### src/rtl/apb_spi_master_fifo.sv
// APB-slave SPI master with TX/RX FIFOs, configurable frame width and multiple slave selects.
// Optional interrupt register at 0x14 is built when APB_SPI_IRQ_EN is defined.
module apb_spi_master_fifo #(
  parameter int DATA_W = 8,
  parameter int FIFO_D = 4,
  parameter int NUM_SS = 2,
  parameter int DIV_W  = 8
) (
  input  logic              PCLK,
  input  logic              PRESETn,
  input  logic              PSEL,
  input  logic              PENABLE,
  input  logic              PWRITE,
  input  logic [31:0]       PADDR,
  input  logic [31:0]       PWDATA,
  output logic [31:0]       PRDATA,
  output logic              PREADY,
  input  logic              MSI,
  output logic              MSO,
  output logic              SCLK,
  output logic [NUM_SS-1:0] SSn,
  output logic              IRQ
);

  localparam int AW = $clog2(FIFO_D);
  localparam int LW = AW + 1;
  localparam int EW = $clog2(2 * DATA_W + 1);
  localparam logic [EW-1:0] LAST_EDGE = EW'(2 * DATA_W - 1);

  typedef enum logic [1:0] {ST_IDLE, ST_SHIFT, ST_GAP} state_t;

  logic wr_en, rd_en;
  logic [2:0] reg_sel;

  logic [3:0]        ctrl_q, ctrl_d;
  logic [NUM_SS-1:0] ss_q, ss_d;
  logic [DIV_W-1:0]  clkdiv_q, clkdiv_d;
  logic              tx_ovf_q, tx_ovf_d, rx_ovf_q, rx_ovf_d;

  logic [DATA_W-1:0] tx_mem_q [FIFO_D];
  logic [DATA_W-1:0] rx_mem_q [FIFO_D];
  logic [AW-1:0]     tx_wp_q, tx_wp_d, tx_rp_q, tx_rp_d;
  logic [AW-1:0]     rx_wp_q, rx_wp_d, rx_rp_q, rx_rp_d;
  logic [LW-1:0]     tx_lvl_q, tx_lvl_d, rx_lvl_q, rx_lvl_d;
  logic tx_empty, tx_full, rx_empty, rx_full;
  logic tx_push, tx_pop, rx_push, rx_pop, rx_push_req, frame_done;

  state_t            state_q, state_d;
  logic              cpol_f_q, cpol_f_d, cpha_f_q, cpha_f_d, lsb_f_q, lsb_f_d;
  logic [DIV_W-1:0]  div_f_q, div_f_d, div_cnt_q, div_cnt_d;
  logic [EW-1:0]     edge_cnt_q, edge_cnt_d;
  logic [DATA_W-1:0] tx_sh_q, tx_sh_d, rx_sh_q, rx_sh_d, tx_head, tx_shifted;
  logic              sclk_q, sclk_d, mso_q, mso_d;
  logic              half_done, odd_edge, do_sample, do_shift;

  assign wr_en   = PSEL & PENABLE & PWRITE;
  assign rd_en   = PSEL & PENABLE & ~PWRITE;
  assign reg_sel = PADDR[4:2];
  assign PREADY  = 1'b1;

  assign tx_empty = (tx_lvl_q == '0);
  assign tx_full  = (tx_lvl_q == LW'(FIFO_D));
  assign rx_empty = (rx_lvl_q == '0);
  assign rx_full  = (rx_lvl_q == LW'(FIFO_D));

  assign tx_push = wr_en && (reg_sel == 3'd0) && !tx_full;
  assign rx_pop  = rd_en && (reg_sel == 3'd1) && !rx_empty;
  // A same-cycle pop frees the slot the engine is about to fill.
  assign rx_push = rx_push_req && (!rx_full || rx_pop);
  assign tx_head = tx_mem_q[tx_rp_q];

  assign MSO  = mso_q;
  assign SCLK = sclk_q;
  assign SSn  = ~ss_q;

  // Registers and FIFO pointers.
  always_comb begin
    ctrl_d   = ctrl_q;
    ss_d     = ss_q;
    clkdiv_d = clkdiv_q;
    if (wr_en && reg_sel == 3'd2) begin
      ctrl_d = PWDATA[3:0];
      ss_d   = PWDATA[8 +: NUM_SS];
    end
    if (wr_en && reg_sel == 3'd3) clkdiv_d = PWDATA[DIV_W-1:0];
    tx_ovf_d = (wr_en && reg_sel == 3'd0 && tx_full) |
               (tx_ovf_q & ~(wr_en && reg_sel == 3'd4 && PWDATA[5]));
    rx_ovf_d = (rx_push_req && rx_full && !rx_pop) |
               (rx_ovf_q & ~(wr_en && reg_sel == 3'd4 && PWDATA[6]));
    tx_wp_d  = tx_push ? tx_wp_q + 1'b1 : tx_wp_q;
    tx_rp_d  = tx_pop  ? tx_rp_q + 1'b1 : tx_rp_q;
    rx_wp_d  = rx_push ? rx_wp_q + 1'b1 : rx_wp_q;
    rx_rp_d  = rx_pop  ? rx_rp_q + 1'b1 : rx_rp_q;
    tx_lvl_d = tx_lvl_q + LW'(tx_push) - LW'(tx_pop);
    rx_lvl_d = rx_lvl_q + LW'(rx_push) - LW'(rx_pop);
  end

  // Shift engine.
  always_comb begin
    state_d    = state_q;
    cpol_f_d   = cpol_f_q;
    cpha_f_d   = cpha_f_q;
    lsb_f_d    = lsb_f_q;
    div_f_d    = div_f_q;
    div_cnt_d  = div_cnt_q;
    edge_cnt_d = edge_cnt_q;
    tx_sh_d    = tx_sh_q;
    rx_sh_d    = rx_sh_q;
    sclk_d     = sclk_q;
    mso_d      = mso_q;
    tx_pop      = 1'b0;
    rx_push_req = 1'b0;
    frame_done  = 1'b0;
    half_done  = (div_cnt_q == div_f_q);
    odd_edge   = ~edge_cnt_q[0];
    do_sample  = cpha_f_q ? ~odd_edge : odd_edge;
    do_shift   = ~do_sample;
    tx_shifted = lsb_f_q ? {1'b0, tx_sh_q[DATA_W-1:1]} : {tx_sh_q[DATA_W-2:0], 1'b0};
    unique case (state_q)
      ST_IDLE: begin
        sclk_d = ctrl_q[1];
        if (ctrl_q[0] && !tx_empty) begin
          tx_pop     = 1'b1;
          state_d    = ST_SHIFT;
          cpol_f_d   = ctrl_q[1];
          cpha_f_d   = ctrl_q[2];
          lsb_f_d    = ctrl_q[3];
          div_f_d    = clkdiv_q;
          div_cnt_d  = '0;
          edge_cnt_d = '0;
          tx_sh_d    = tx_head;
          rx_sh_d    = '0;
          if (!ctrl_q[2]) mso_d = ctrl_q[3] ? tx_head[0] : tx_head[DATA_W-1];
        end
      end
      ST_SHIFT: begin
        if (half_done) begin
          div_cnt_d  = '0;
          edge_cnt_d = edge_cnt_q + 1'b1;
          sclk_d     = ~sclk_q;
          if (do_sample)
            rx_sh_d = lsb_f_q ? {MSI, rx_sh_q[DATA_W-1:1]} : {rx_sh_q[DATA_W-2:0], MSI};
          if (do_shift) begin
            tx_sh_d = tx_shifted;
            // CPHA=1 drives the current bit; CPHA=0 already drove it and moves to the next.
            if (cpha_f_q) mso_d = lsb_f_q ? tx_sh_q[0] : tx_sh_q[DATA_W-1];
            else          mso_d = lsb_f_q ? tx_shifted[0] : tx_shifted[DATA_W-1];
          end
          if (edge_cnt_q == LAST_EDGE) begin
            rx_push_req = 1'b1;
            frame_done  = 1'b1;
            state_d     = ST_GAP;
          end
        end else begin
          div_cnt_d = div_cnt_q + 1'b1;
        end
      end
      ST_GAP: begin
        if (half_done) begin
          div_cnt_d = '0;
          state_d   = ST_IDLE;
        end else begin
          div_cnt_d = div_cnt_q + 1'b1;
        end
      end
      default: state_d = ST_IDLE;
    endcase
  end

  always_ff @(posedge PCLK or negedge PRESETn) begin
    if (!PRESETn) begin
      ctrl_q     <= '0;
      ss_q       <= '0;
      clkdiv_q   <= '0;
      tx_ovf_q   <= 1'b0;
      rx_ovf_q   <= 1'b0;
      tx_wp_q    <= '0;
      tx_rp_q    <= '0;
      rx_wp_q    <= '0;
      rx_rp_q    <= '0;
      tx_lvl_q   <= '0;
      rx_lvl_q   <= '0;
      state_q    <= ST_IDLE;
      cpol_f_q   <= 1'b0;
      cpha_f_q   <= 1'b0;
      lsb_f_q    <= 1'b0;
      div_f_q    <= '0;
      div_cnt_q  <= '0;
      edge_cnt_q <= '0;
      tx_sh_q    <= '0;
      rx_sh_q    <= '0;
      sclk_q     <= 1'b0;
      mso_q      <= 1'b0;
    end else begin
      ctrl_q     <= ctrl_d;
      ss_q       <= ss_d;
      clkdiv_q   <= clkdiv_d;
      tx_ovf_q   <= tx_ovf_d;
      rx_ovf_q   <= rx_ovf_d;
      tx_wp_q    <= tx_wp_d;
      tx_rp_q    <= tx_rp_d;
      rx_wp_q    <= rx_wp_d;
      rx_rp_q    <= rx_rp_d;
      tx_lvl_q   <= tx_lvl_d;
      rx_lvl_q   <= rx_lvl_d;
      state_q    <= state_d;
      cpol_f_q   <= cpol_f_d;
      cpha_f_q   <= cpha_f_d;
      lsb_f_q    <= lsb_f_d;
      div_f_q    <= div_f_d;
      div_cnt_q  <= div_cnt_d;
      edge_cnt_q <= edge_cnt_d;
      tx_sh_q    <= tx_sh_d;
      rx_sh_q    <= rx_sh_d;
      sclk_q     <= sclk_d;
      mso_q      <= mso_d;
    end
  end

  // FIFO storage needs no reset: the pointers define what is valid.
  always_ff @(posedge PCLK) begin
    if (tx_push) tx_mem_q[tx_wp_q] <= PWDATA[DATA_W-1:0];
    if (rx_push) rx_mem_q[rx_wp_q] <= rx_sh_d;
  end

`ifdef APB_SPI_IRQ_EN
  logic [3:0] ie_q, ie_d, is_vec;
  logic       fd_q, fd_d, irq_q, irq_d;

  assign is_vec = {tx_ovf_q | rx_ovf_q, fd_q, ~rx_empty, tx_empty};
  assign IRQ    = irq_q;

  always_comb begin
    ie_d  = ie_q;
    if (wr_en && reg_sel == 3'd5) ie_d = PWDATA[3:0];
    fd_d  = frame_done | (fd_q & ~(wr_en && reg_sel == 3'd5 && PWDATA[10]));
    irq_d = |(ie_q & is_vec);
  end

  always_ff @(posedge PCLK or negedge PRESETn) begin
    if (!PRESETn) begin
      ie_q  <= '0;
      fd_q  <= 1'b0;
      irq_q <= 1'b0;
    end else begin
      ie_q  <= ie_d;
      fd_q  <= fd_d;
      irq_q <= irq_d;
    end
  end
`else
  assign IRQ = 1'b0;
`endif

  always_comb begin
    PRDATA = '0;
    unique case (reg_sel)
      3'd1: if (!rx_empty) PRDATA[DATA_W-1:0] = rx_mem_q[rx_rp_q];
      3'd2: begin
        PRDATA[3:0]          = ctrl_q;
        PRDATA[8 +: NUM_SS]  = ss_q;
      end
      3'd3: PRDATA[DIV_W-1:0] = clkdiv_q;
      3'd4: begin
        PRDATA[6:0]   = {rx_ovf_q, tx_ovf_q, rx_full, rx_empty, tx_full, tx_empty,
                         state_q != ST_IDLE};
        PRDATA[15:8]  = 8'(tx_lvl_q);
        PRDATA[23:16] = 8'(rx_lvl_q);
      end
`ifdef APB_SPI_IRQ_EN
      3'd5: begin
        PRDATA[3:0]  = ie_q;
        PRDATA[11:8] = is_vec;
      end
`endif
      default: PRDATA = '0;
    endcase
  end

  logic unused_ok;
  assign unused_ok = ^{PADDR[31:5], PADDR[1:0], PWDATA, cpol_f_q};

endmodule
### config.mk
export PLATFORM = sky130hd
export DESIGN_NAME = apb_spi_master_fifo
export DESIGN_NICKNAME = d
export VERILOG_FILES = /design/src/rtl/apb_spi_master_fifo.sv
export SDC_FILE = /design/constraint.sdc
export NUM_CORES = 1
export LEC_CHECK = 0
export ABC_AREA = 1
export CORE_MARGIN = 1
export CORE_UTILIZATION = 41
export DETAILED_ROUTE_END_ITERATION = 7
export PLACE_DENSITY = 0.65
export SYNTH_ARGS = -nofsm -noshare
export SYNTH_HDL_FRONTEND = slang
export SYNTH_SLANG_ARGS = --single-unit
### constraint.sdc
create_clock -name PCLK -period 2.8 [get_ports PCLK]
set_input_delay 0.84 -clock PCLK [delete_from_list [all_inputs] [get_ports PCLK]]
set_output_delay 0.84 -clock PCLK [all_outputs]
set_load 0.05 [all_outputs]
==> impl_metrics.toml, run 1 <==
[floorplanning]
die_y_um = 133
core-area_um2 = 16600
rows = 47
die_area_um2 = 17600
die_x_um = 133
initial_core_util = 0.421
pin_count = 108

[detailed_routing]
vias = 5324
drt-total-wl_um = 15400
first_pass_iters = 5
ant_nets = 0
avgViaCountPerCell = 4.87
wire_per_inst_um = 14.1
drtIter0Drc = 202
drc = 0

[place]
place_congestion = 0.810
dpl.cell_count = 1059
placed_cell_area_um2 = 7880
port-buffer-count = 36
place_ws_ns = -0.393
dp_hpwl_um = 10700

[finish]
area_growth_pct = 21.3
nets = 951
design_area_um2 = 8500
drive_gt1_frac = 0.151
diodes = 0
final_cells = 1094

[timing]
setup_violations = 0
fin_skew_ns = 0.0166
relSlewSlack = 0.499
rsz0062_at_grt = "no"
layout_setup_ws_ns = 0.0848
fin_crit_ns = 2.72
min_period_over_period = 0.970
drv_slew = 0
fmax_ghz = 0.368
fin_setup_tns_ns = 0
tightest_slew_ns = 0.748
hold_violations = 0

[cts]
cts-buffers-inserted = 17
clk_latency_ns = 0.43
ctsHoldBuffers = 0
clock_path_buffers = 2
cts_tree = "done"
cts.htree.levels = 4
clock_tree.root_cell = "clkbuf_16"
clk_pin_slew_ns = 0.06
cts.sinks = 137

[global_routing]
grt_pass1_wl_um = 25500
grtUsageTotal = 0.188
grt.overflow.total = 0
grt_pass1_vias = 5095
antenna_found_initial = 0
grt_max_degree = 39

[synth]
synth-edff-count = 64
synth_top_cell_area_share = 0.274
yosys_most_used_dff = "dfrtp_1"
synth.most_common_cell = "nand2_1"
synthCells = 790
syn-cell-area_um2 = 7010
synth_largest_area_cell = "edfxtp_1"
ys_seq_area_frac = 0.535
ys_seq_elements = 137
ys_top_cells_by_area = "edfxtp_1 (27%), dfrtp_1 (26%), nand2_1 (12%), o21ai_0 (6.0%), inv_1 (4.3%)"
syn_area_per_cell_um2 = 8.87
yosys_warnings = 0
synth_cell_type_count = 38
netlist_top_cells_count = "nand2_1 (216), o21ai_0 (84), inv_1 (80)"
synthArstFlopShare = 0.533

[status]
status = "complete, no violations"

[setup_path]
critical_path_class = "reg2out"
end_kind = "output port"
cp_max_fo = 8
cp.arrival_ns = 1.88
cp.required_ns = 1.96
cp-start-kind = "flop"

[hold_path]
min_path_type = "in2async"

[power_and_ir_drop]
leakagePower_nw = 3.80
powerDensity_nw_per_um2 = 1000
max-vdd-ir-drop_uv = 572

[run]
drv_cap = 0
-- what timing repair did --
| item | in CTS | in global routing |
|---|---|---|
| hold endpoints to repair | 0 | 0 |
| resized for setup | 19 | 7 |
| pin swaps | 4 | 4 |
| gates cloned | 0 | 0 |
| setup buffers | 2 | 3 |
| endpoints found under the setup margin | 14 | 9 |
-- critical path, stage by stage (launching register included) --
cell and delay, ns:
dfrtp_1 0.44, inv_1 0.22, o21ai_0 0.13, o22ai_1 0.22
nand2_1 0.08, o211ai_1 0.18, buf_12 0.19
-- per-stage QoR --
stage	util	hold WS [ns]	total power, W
2_1_floorplan	-	0.442	0.00537
3_3_place_gp	0.474	0.457	0.00629
3_5_place_dp	0.474	0.461	0.00635
4_1_cts	0.510	0.392	0.00857
5_1_grt	0.511	0.420	0.00913
6_report	0.511	0.389	0.00854
-- cells by family (layout without fill, tap and decap cells) --
| kind of cell | after synthesis | count (layout) | share of synthesized area |
|---|---|---|---|
| simple gates | 352 | 352 | 0.214 |
| mux | 2 | 2 | 0.00321 |
| xor+xnor | 18 | 18 | 0.0236 |
| compound gates | 128 | 128 | 0.0989 |
| other cells | 2 | 20 | 0.00107 |
| fa+ha+maj | 20 | 20 | 0.0378 |
| flops | 137 | 137 | 0.535 |
| buf+inv | 131 | 197 | 0.0868 |
-- worst paths after layout --
kind                                to          start  slack [ns]  cells after the start
max                          PRDATA[2]     rx_rp_q[1]        0.08                      6
min                         tx_sh_q[1]        PRESETn        0.39                      1
max reg2reg                rx_lvl_q[2]  edge_cnt_q[0]        0.31                     10
min reg2reg                tx_lvl_q[2]    tx_lvl_q[2]        0.47                      1
max in group asynchronous   div_f_q[7]        PRESETn        1.83                      2
min in group PCLK          tx_lvl_q[2]    tx_lvl_q[2]        0.47                      1
-- state kept, by name, indices dropped and copies added (netlist names) --
register and count:
SCLK 1, tx_sh_q 8, state_q 2, tx_rp_q 2
rx_ovf_q 1, tx_mem_q 32, rx_lvl_q 3, rx_wp_q 2
tx_lvl_q 3, cpha_f_q 1, edge_cnt_q 5, clkdiv_q 8
div_f_q 8, ss_q 2, rx_rp_q 2, tx_ovf_q 1
rx_mem_q 32, MSO 1, lsb_f_q 1, tx_wp_q 2
ctrl_q 4, rx_sh_q 8, div_cnt_q 8
-- power breakdown --
| group | leakage, nW | internal [W] | switching, W |
|---|---|---|---|
| clock network | 0.274 | 0.00127 | 0.000916 |
| registers | 1.52 | 0.00257 | 0.000306 |
| logic | 2.01 | 0.00114 | 0.00233 |
-- layer usage --
layer	vias up	global-route usage	wire (µm)
li1	2682	-	-
met1	2506	0.254	7420
met2	117	0.296	7110
met3	19	0.0360	554
met4	0	0.0805	296
met5	-	0	0
-- layout make-up --
cell class,instances,area [µm²]
fill,1513,8140
inverter,89,335
multi-input combinational,540,2760
tap,220,275
sequential,137,3750
clock buffer,19,443
timing repair buffer,76,807
clock inverter,13,134
-- cell usage in the layout (no fill, tap or decap), types with 3 or more instances in the layout --
cell type        instances
clkinvlp_4               3
nand4_1                  9
nand3_2                  6
xnor2_1                  4
nand2_1                215
xor2_1                  13
nor2_2                   4
a22oi_1                  5
buf_12                  14
inv_1                   77
ha_1                    17
o22ai_1                 10
nor2_4                   4
inv_6                    6
nor2_1                  69
conb_1                  20
clkdlybuf4s50_1         18
edfxtp_1                64
dfrtp_1                 73
inv_2                    8
clkinv_1                 3
clkbuf_16               18
o21ai_2                  3
buf_4                   40
nor3_1                   3
a21oi_1                 10
nand3_1                 30
o21ai_0                 84
nand2_2                  6
o21ai_1                 10
No activity file was read; power rests on OpenSTA's default activity.
==> run 2: changes to the inputs <==
Settings changed: CTS_BUF_LIST set to sky130_fd_sc_hd__clkbuf_8 sky130_fd_sc_hd__clkbuf_16, TNS_END_PERCENT set to 5.
==> impl_metrics.toml, run 2 (same netlist as run 1, synthesis figures left out) <==
[finish]
diodes = 0
area_growth_pct = 20.8
filler_cell_count = 1532
top_regs = "rx_mem_q: 32 flops, tx_mem_q: 32 flops"
nets = 952
layout_commonest_cell = "nand2_1"
final_util = 0.509
design_area_um2 = 8470
multi_input_area_um2 = 2760
drive_gt1_frac = 0.154
layout_common_cells = "nand2_1 (214), o21ai_0 (83), inv_1 (78)"
seqCellArea_um2 = 3750

[floorplanning]
initial_core_util = 0.421
rows = 47
pin_count = 108
die_x_um = 133
die_area_um2 = 17600
core-area_um2 = 16600
die_y_um = 133

[place]
port-buffer-count = 36
dp_hpwl_um = 10900
placed_cell_area_um2 = 7880
place_congestion = 0.823

[setup_path]
critical_path_class = "in2out"
cp_max_fo = 8
cp.arrival_ns = 1.94
cp.required_ns = 1.96
r2r_start = "edge_cnt_q[0]"
end_kind = "output port"
cp-start-kind = "primary input"
startpoint = "PADDR[3]"

[cts]
clk_latency_ns = 0.43
cts-buffers-inserted = 17
cts_tree = "done"
cts.htree.levels = 4
clock_path_buffers = 2
ctsHoldBuffers = 0
cts.sinks = 137
clk_pin_slew_ns = 0.06
clock_tree.root_cell = "clkbuf_16"

[power_and_ir_drop]
powerDensity_nw_per_um2 = 986
leakagePower_nw = 3.79
p_switching_w = 0.00350
seq_power_share = 0.345
internal_power_w = 0.00484
p_comb_frac = 0.415
swShare = 0.420
power_frac_clock = 0.240
max-vdd-ir-drop_uv = 490

[detailed_routing]
ant_nets = 0
vias = 5343
first_pass_iters = 4
avgViaCountPerCell = 4.88
wire_per_inst_um = 14.2
drc = 0
drtIter0Drc = 298
drt-total-wl_um = 15600

[global_routing]
grt_max_degree = 39
grtUsageTotal = 0.192
grt_pass1_wl_um = 25700
antenna_found_initial = 0
grt.overflow.total = 0
grt_pass1_vias = 5017

[timing]
rsz0062_at_grt = "yes"
fmax_ghz = 0.360
hold_violations = 0
fin_setup_tns_ns = 0
min_period_over_period = 0.992
fin_crit_ns = 2.78
fin_skew_ns = 0.00800
tightest_slew_ns = 0.721
drv_slew = 0
setup_violations = 0
relSlewSlack = 0.517

[status]
status = "complete, no violations"

[hold_path]
min_path_type = "in2async"

[run]
drv_cap = 0
## run 2: cell count changes in the layout (fill, tap and decap cells not counted), moves of 2 or more
cell,change
buf_12,-2
buf_6,+2
clkinv_2,+2
clkinv_4,+2
clkinvlp_4,+2
inv_6,-4
## run 2: critical path, stage by stage
cell	delay, ns
clkdlybuf4s15_2	0.21
nand2_1	0.08
nor2_2	0.04
buf_4	0.16
a221oi_1	0.27
nand2_1	0.16
buf_6	0.18
## run 2: final timing paths
kind / endpoint / slack [ns] / depth (start not counted)
worst max-delay path: PRDATA[0] / 0.02 / 7
worst min-delay path: tx_sh_q[4] / 0.40 / 1
worst max register to register: rx_lvl_q[2] / 0.35 / 10
worst min register to register: tx_lvl_q[2] / 0.46 / 1
max in group asynchronous: ctrl_q[2] / 1.79 / 2
min in group PCLK: tx_lvl_q[2] / 0.46 / 1
## run 2: stage by stage
stage | hold slack (ns) | power (W) | std cells | worst slack, ns
after floorplan | 0.442 | 0.00537 | 808 | -0.0422
final | 0.398 | 0.00835 | 1095 | 0.0219
after CTS | 0.400 | 0.00839 | 1095 | 0.00239
after detailed placement | 0.457 | 0.00634 | 1061 | -0.401
after global routing | 0.436 | 0.00895 | 1095 | -0.0575
after global placement | 0.457 | 0.00629 | 1061 | -0.324
## run 2: area by class of cell
type,instances,area share
Inverter,89,0.0396
Clock inverter,15,0.0127
Tap cell,220,0.0325
Sequential cell,137,0.443
Multi-Input combinational cell,540,0.326
Timing Repair Buffer,77,0.0966
Clock buffer,17,0.0502
## run 2: repair_timing
item	CTS	global route
pin swaps	7	2
buffers inserted	2	0
endpoints found under the setup margin	14	9
resized for setup	24	8
## run 2: layer usage
layer | up-vias | GRT usage | part of all wire
li1 | 2680 | - | -
met1 | 2501 | 0.259 | 0.48
met2 | 141 | 0.299 | 0.46
met3 | 21 | 0.0414 | 0.043
met4 | 0 | 0.0805 | 0.022
met5 | - | 0 | 0
## run 2: power groups by stage
stage          sequential, W  clock (W)  combinational (W)
3_5_place_dp         0.00291          0            0.00343
6_report             0.00288    0.00200            0.00346
2_1_floorplan        0.00283          0            0.00254
5_1_grt              0.00293    0.00211            0.00391
4_1_cts              0.00288    0.00204            0.00348
3_3_place_gp         0.00290          0            0.00339
==> run 3: changes to the inputs <==
Settings changed: CORE_UTILIZATION 41 to 40, PLACE_DENSITY 0.65 to not set, PLACE_DENSITY_LB_ADDON set to 0.1.
==> impl_metrics.toml, run 3 (same netlist as run 1, synthesis figures left out) <==
[run]
drv_cap = 0

[timing]
fin_crit_ns = 2.75
min_period_over_period = 0.981
tightest_slew_ns = 0.799
hold_violations = 0
relSlewSlack = 0.465
rsz0062_at_grt = "yes"
fin_skew_ns = 0.0109
fmax_ghz = 0.364
setup_violations = 0
drv_slew = 0

[global_routing]
grtUsageTotal = 0.196
grt_max_degree = 38
antenna_found_initial = 0
grt_pass1_vias = 5131
grt_pass1_wl_um = 26500
grt.overflow.total = 0

[finish]
layout_common_cells = "nand2_1 (215), o21ai_0 (84), inv_1 (76)"
multi_input_area_um2 = 2760
top_regs = "rx_mem_q: 32 flops, tx_mem_q: 32 flops"
nets = 953
layout_commonest_cell = "nand2_1"
area_growth_pct = 22.3
final_util = 0.499
diodes = 0
filler_cell_count = 1615
seqCellArea_um2 = 3750
drive_gt1_frac = 0.153

[setup_path]
cp.arrival_ns = 1.91
cp_max_fo = 7
critical_path_class = "in2out"
crit_family = "buffers and inverters"
path_cells = "buf_2 > nor2_1 > nand2_2 > buf_4 > o211ai_1 > buf_12"
cp-start-kind = "primary input"
cpPeakStageDelay_ns = 0.31
worst_path_max_delay_cell = "o211ai_1"
crit_buf_inv = 3
cp.required_ns = 1.96
end_kind = "output port"
r2r_start = "edge_cnt_q[0]"
startpoint = "PADDR[3]"

[detailed_routing]
wire_per_inst_um = 15.1
avgViaCountPerCell = 4.86
drt-total-wl_um = 16600
drc = 0
first_pass_iters = 5
ant_nets = 0
drtIter0Drc = 373
vias = 5356

[cts]
cts.htree.levels = 4
cts_tree = "done"
clock_tree.root_cell = "clkbuf_16"
clock_path_buffers = 2
clk_latency_ns = 0.42
cts-buffers-inserted = 17
clk_pin_slew_ns = 0.06
ctsHoldBuffers = 0
cts.sinks = 137

[floorplanning]
rows = 48
die_x_um = 134
initial_core_util = 0.408
die_area_um2 = 18100
core-area_um2 = 17200
die_y_um = 134
pin_count = 108

[power_and_ir_drop]
leakagePower_nw = 3.83
total_power_w = 0.00881
max-vdd-ir-drop_uv = 464
powerDensity_nw_per_um2 = 1030

[place]
dp_hpwl_um = 12000
place_congestion = 0.794
port-buffer-count = 36

[status]
status = "complete, no violations"

[hold_path]
min_path_type = "in2async"
==> run 3: cell types whose count changed in the layout (fill, tap and decap cells not counted), sizes merged <==
cell           before  now
clkinv             10    6
bufinv              0    4
buf                56   60
clkbuf             19   17
clkdlybuf4s15       1    0
==> run 3: repair_timing <==
action,4_1_cts,5_1_grt
setup buffers,1,0
pin swaps,3,3
resized for setup,21,12
endpoints found under the setup margin,14,6
==> run 3: cell type report <==
cell class,instances,share of cell area
Inverter,89,0.0394
Clock buffer,17,0.0496
Timing Repair Buffer,78,0.0959
Clock inverter,15,0.0233
Tap cell,225,0.0328
Sequential cell,137,0.437
Multi-Input combinational cell,540,0.322
==> run 3: final timing paths <==
kind | slack (ns) | depth (start not counted) | to
worst max-delay path | 0.05 | 6 | PRDATA[2]
worst min-delay path | 0.39 | 1 | tx_sh_q[3]
worst max register to register | 0.25 | 10 | rx_lvl_q[2]
worst min register to register | 0.47 | 2 | tx_sh_q[3]
max in group asynchronous | 1.83 | 2 | rx_sh_q[1]
min in group PCLK | 0.47 | 2 | tx_sh_q[3]
==> run 3: power breakdown <==
| part | total (W) | internal [W] | switching [W] |
|---|---|---|---|
| registers | 0.00291 | 0.00258 | 0.000334 |
| logic | 0.00352 | 0.00114 | 0.00238 |
| clock network | 0.00238 | 0.00149 | 0.000886 |
| total | 0.00881 | 0.00521 | 0.00360 |
==> run 3: metal layers <==
layer,up-vias,part of all wire,track usage
met5,-,0,0
met4,0,0.016,0.0649
met3,20,0.042,0.0427
met2,115,0.46,0.306
met1,2537,0.48,0.269
li1,2684,-,-
==> run 3: through the flow <==
step	setup WS [ns]	area, µm²	hold WS [ns]	std cells	setup TNS [ns]
3_5_place_dp	-0.392	7900	0.458	1068	-4.52
6_report	0.0539	8570	0.390	1101	0
4_1_cts	0.00297	8550	0.402	1101	0
3_3_place_gp	-0.396	7900	0.454	1068	-4.41
2_1_floorplan	-0.0422	7090	0.442	808	-0.0885
5_1_grt	-0.00990	8570	0.419	1101	-0.0167
